<file path="src/rtl/btn_debounce_evt.sv">
// Push-button front end: per-channel synchroniser, stable-count debouncer and
// press detector, feeding a one-deep press event register with a sticky loss flag.
module btn_debounce_evt #(
   parameter int N_BTN           = 5,
   parameter int DEBOUNCE_CYCLES = 1000
) (
   input  logic             clk,
   input  logic             rst,
   input  logic [N_BTN-1:0] btn_i,
   output logic [N_BTN-1:0] btn_level_o,
   output logic [N_BTN-1:0] press_o,
   output logic             evt_valid_o,
   output logic [2:0]       evt_code_o,
   input  logic             evt_ready_i,
   output logic             evt_lost_o
);

   localparam int CW = $clog2(DEBOUNCE_CYCLES + 1);
   localparam logic [CW-1:0] CNT_LAST = CW'(DEBOUNCE_CYCLES - 1);

   logic [N_BTN-1:0] sync1, sync2;
   logic [N_BTN-1:0] level_next;
   logic [CW-1:0]    cnt      [N_BTN];
   logic [CW-1:0]    cnt_next [N_BTN];

   // NOTE: every output of this block gets a default first, so no latch is inferred.
   always_comb begin
      level_next = btn_level_o;
      for (int i = 0; i < N_BTN; i++) begin
         cnt_next[i] = '0;
         if (sync2[i] != btn_level_o[i]) begin
            if (cnt[i] == CNT_LAST) level_next[i] = sync2[i];
            else                    cnt_next[i]   = cnt[i] + 1'b1;
         end
      end
   end

   // NOTE: state uses non-blocking assignments so every flop samples pre-edge values.
   always_ff @(posedge clk or posedge rst) begin
      if (rst) begin
         sync1       <= '0;
         sync2       <= '0;
         btn_level_o <= '0;
         press_o     <= '0;
         // NOTE: the counter array is a handful of flops, not a RAM, so resetting it is cheap and safe.
         cnt         <= '{default: '0};
      end else begin
         sync1       <= btn_i;
         sync2       <= sync1;
         btn_level_o <= level_next;
         press_o     <= level_next & ~btn_level_o;
         cnt         <= cnt_next;
      end
   end

   logic [2:0] first_idx;
   logic       extra_press;
   logic       any_press;
   logic       accept;
   logic       pending;

   always_comb begin
      first_idx = '0;
      for (int i = N_BTN - 1; i >= 0; i--) begin
         if (press_o[i]) first_idx = 3'(i);
      end
   end

   // Clearing the lowest set bit leaves only the presses that cannot be stored.
   assign extra_press = |(press_o & (press_o - N_BTN'(1)));
   assign any_press   = |press_o;
   assign accept      = evt_valid_o & evt_ready_i;
   assign pending     = evt_valid_o & ~evt_ready_i;

   always_ff @(posedge clk or posedge rst) begin
      if (rst) begin
         evt_valid_o <= 1'b0;
         evt_code_o  <= '0;
         evt_lost_o  <= 1'b0;
      end else if (any_press) begin
         if (pending) begin
            evt_lost_o <= 1'b1;
         end else begin
            evt_valid_o <= 1'b1;
            evt_code_o  <= first_idx;
            evt_lost_o  <= (evt_lost_o & ~accept) | extra_press;
         end
      end else if (accept) begin
         evt_valid_o <= 1'b0;
         evt_lost_o  <= 1'b0;
      end
   end

endmodule

</file>
<file path="config.mk">
export PLATFORM = sky130hd
export DESIGN_NAME = btn_debounce_evt
export DESIGN_NICKNAME = d
export VERILOG_FILES = /design/src/rtl/btn_debounce_evt.sv
export SDC_FILE = /design/constraint.sdc
export NUM_CORES = 1
export LEC_CHECK = 0
export ABC_AREA = 1
export CELL_PAD_IN_SITES_DETAIL_PLACEMENT = 1
export CELL_PAD_IN_SITES_GLOBAL_PLACEMENT = 1
export CORE_ASPECT_RATIO = 0.9
export CORE_MARGIN = 3
export CORE_UTILIZATION = 47
export CTS_BUF_LIST = sky130_fd_sc_hd__clkbuf_4
export DETAILED_ROUTE_END_ITERATION = 10
export GPL_ROUTABILITY_DRIVEN = 0
export PLACE_DENSITY = 0.79
export SYNTH_ARGS = -nofsm -noshare
export SYNTH_HDL_FRONTEND = slang
export SYNTH_SLANG_ARGS = --single-unit
</file>
<file path="constraint.sdc">
create_clock -name clk -period 2.7 [get_ports clk]
set_input_delay 0.54 -clock clk [delete_from_list [all_inputs] [get_ports clk]]
set_output_delay 0.54 -clock clk [all_outputs]
set_load 0.02 [all_outputs]
</file>
==> metrics.yaml <==
status:
  status: "complete, no violations"
route:
  drtIter0Drc: 83
  post_drt_wl_per_cell_microns: 15.2
  drt_pass1_iterations: 4
  wl_microns: 8110
  vias: 2734
  detail-route-antenna-nets: 0
  drc: 0
  viasPerCell: 5.13
global_route:
  gr-usage-all-layers_pct: 20.7
  grt_start_max_net_pins: 26
  overflow: 0
  grt_pass1_wl_microns: 14000
  grt_pass1_vias: 3010
  grt_antenna_before_repair: 0
clock_network:
  cts_resized: 0
  cts_tree: "built"
  postCtsHoldBufs: 0
  htreeDepth: 3
  clk_pin_slew_worst_paths_ns: 0.12
  numCtsBuffers: 9
  clkSinkCount: 75
  cts_buffer_depth: 2
  cts_setup_buffers: 0
  clock_latency_ns: 0.41
  cts_root_buf: "clkbuf_4"
worst_setup_path:
  cp_data_required_time_ns: 2.16
  endpoint_kind: "output port"
  path_buf_inv: 1
  path_max_fanout: 4
  crit_type: "reg2out"
  critPathSlowestCell: "clkdlybuf4s50_1"
  cp_top_family: "buffers and inverters"
  cpPeakStageDelay_ns: 0.64
  worstPathArrival_ns: 1.50
  cp_cell_sequence: "clkdlybuf4s50_1"
  cp-startpoint: "btn_level_o[4]$_DFF_PP0_"
  startpoint_type: "flop"
  reg2reg_from: "cnt[10]$_DFF_PP0_"
sta:
  drv_slew: 0
  timing.final.crit_share_pct: 75.7
  max_freq_mhz: 489
  skew_ns: 0.0142
  tightest_slew_ns: 0.455
  period_minus_slack_ns: 2.04
  slew_headroom_pct: 69.5
  setup_viol: 0
  layout_setup_ws_ns: 0.656
  rsz0062_at_grt: "false"
  finalSetupTns_ns: 0
  hold_viol: 0
hold_path:
  min-delay-start: "sync1[1]$_DFF_PP0_"
  hold_class: "reg2reg"
run:
  cap_violations: 0
placement:
  io_buffers: 22
  dpl.hpwl_microns: 6120
  post-place-ws_ns: 0.960
pwr:
  power_w: 0.00205
  cellLeakagePower_nw: 1.93
  power-per-cell-area_nw_per_um2: 511
  ir_drop_v: 0.000347
floorplanning:
  die-area_sq_um: 8460
  initial_utilization_pct: 48.9
  fp.dieH_microns: 87.6
  core_area_sq_um: 7110
  die-width_microns: 96.6
  rows: 29
  ios: 23
yosys:
  yosysMostFrequentCell: "nor2_1"
  ys_types: 27
  syn-cell-area_sq_um: 3470
  ys_seq_area_share_pct: 54.0
  synth.area.top_cells: "dfrtp_1 (54%), nor2_1 (8.2%), nand2_1 (7.7%)"
  synth_top_area_share_pct: 54.0
  yosys_warnings: 0
  synth_edf_count: 0
  netlist_top_cells_count: "nor2_1 (76), dfrtp_1 (75), nand2_1 (71)"
  synth_area_per_cell_sq_um: 8.71
  synth_area_leader_cell: "dfrtp_1"
  synth_flop_cell: "dfrtp_1"
  synthCells: 399
  synth_fp_nets: 412
  synth-async-reset-ratio_pct: 100
  synth_seq_cells: 75
finish:
  diodes: 0
  drive_above_1_share_pct: 11.6
  finalNetCount: 448
  nFillCells: 860
  syn2layout_area_growth_pct: 15.3
layout by cell type (no fill, tap or decap), drive strengths merged:
master         instances
nor3b                  2
nand3                 27
inv                   56
nand4                 11
xnor2                  1
clkinv                 3
and3b                  2
o21bai                 2
nand2                 81
xor2                  16
nor3                  11
ha                     5
o22ai                  1
dfrtp                 75
a21oi                  5
bufinv                 2
buf                    3
clkbuf                11
o21ai                 15
nor2                  86
a31oi                  3
clkdlybuf4s50         22
area by class of cell:
type	instances	area, sq um	share of cell area (%)
inverter	56	210	5.25
sequential	75	1880	46.8
timing repair buffer	25	255	6.37
tap	93	116	2.90
clock buffer	11	82.6	2.06
multi-input combinational	268	1390	34.6
clock inverter	5	77.6	1.94
per-stage QoR:
step           std cells  area (sq um)  util (%)  hold WS (ns)
2_1_floorplan        399          3470         -         0.331
3_3_place_gp         517          3850      54.1         0.332
3_5_place_dp         517          3850      54.1         0.340
4_1_cts              533          4010      56.3         0.359
5_1_grt              533          4010      56.3         0.356
6_report             533          4010      56.3         0.362
path summary, 6_finish.rpt:
kind | endpoint | slack (ns) | cells after the start
setup / recovery | btn_level_o[4] | 0.66 | 1
hold / removal | sync2[1]$_DFF_PP0_ | 0.36 | 0
setup reg to reg | cnt[19]$_DFF_PP0_ | 1.22 | 6
hold reg to reg | sync2[1]$_DFF_PP0_ | 0.36 | 0
max in group asynchronous | btn_level_o[3]$_DFF_PP0_ | 1.67 | 3
min in group asynchronous | sync2[1]$_DFF_PP0_ | 0.39 | 2
sequential cells by signal, indices dropped and copies added (netlist names):
register,count
press_o,5
cnt,50
sync2,5
sync1,5
btn_level_o,5
evt_lost_o,1
evt_valid_o,1
evt_code_o,3
where the power goes:
| part | internal (W) | leakage, nW | switching [W] |
|---|---|---|---|
| Clock | 0.000394 | 0.0885 | 0.000386 |
| Combinational | 0.0000363 | 0.836 | 0.0000617 |
| Sequential | 0.00115 | 1.01 | 0.0000216 |
| Total | 0.00158 | 1.93 | 0.000470 |
cell families (layout without fill, tap and decap cells):
kind of cell / Yosys count / count (layout) / share of synthesized area (%)
AO/OA/AOI/OAI: 26 / 26 / 4.25
XOR/XNOR: 17 / 17 / 4.72
adder cells (fa/ha/maj): 5 / 5 / 1.80
buffers and inverters: 56 / 97 / 6.05
flip-flops: 75 / 75 / 54.0
AND/OR/NAND/NOR: 220 / 220 / 29.2
layer usage:
metal  global-route usage, %  part of all wire [%]
met5                       0                     0
met4                    7.02                   1.2
met3                    5.33                   2.5
met2                    34.8                    51
met1                    26.7                    46
(Power assumes the default switching activity.)
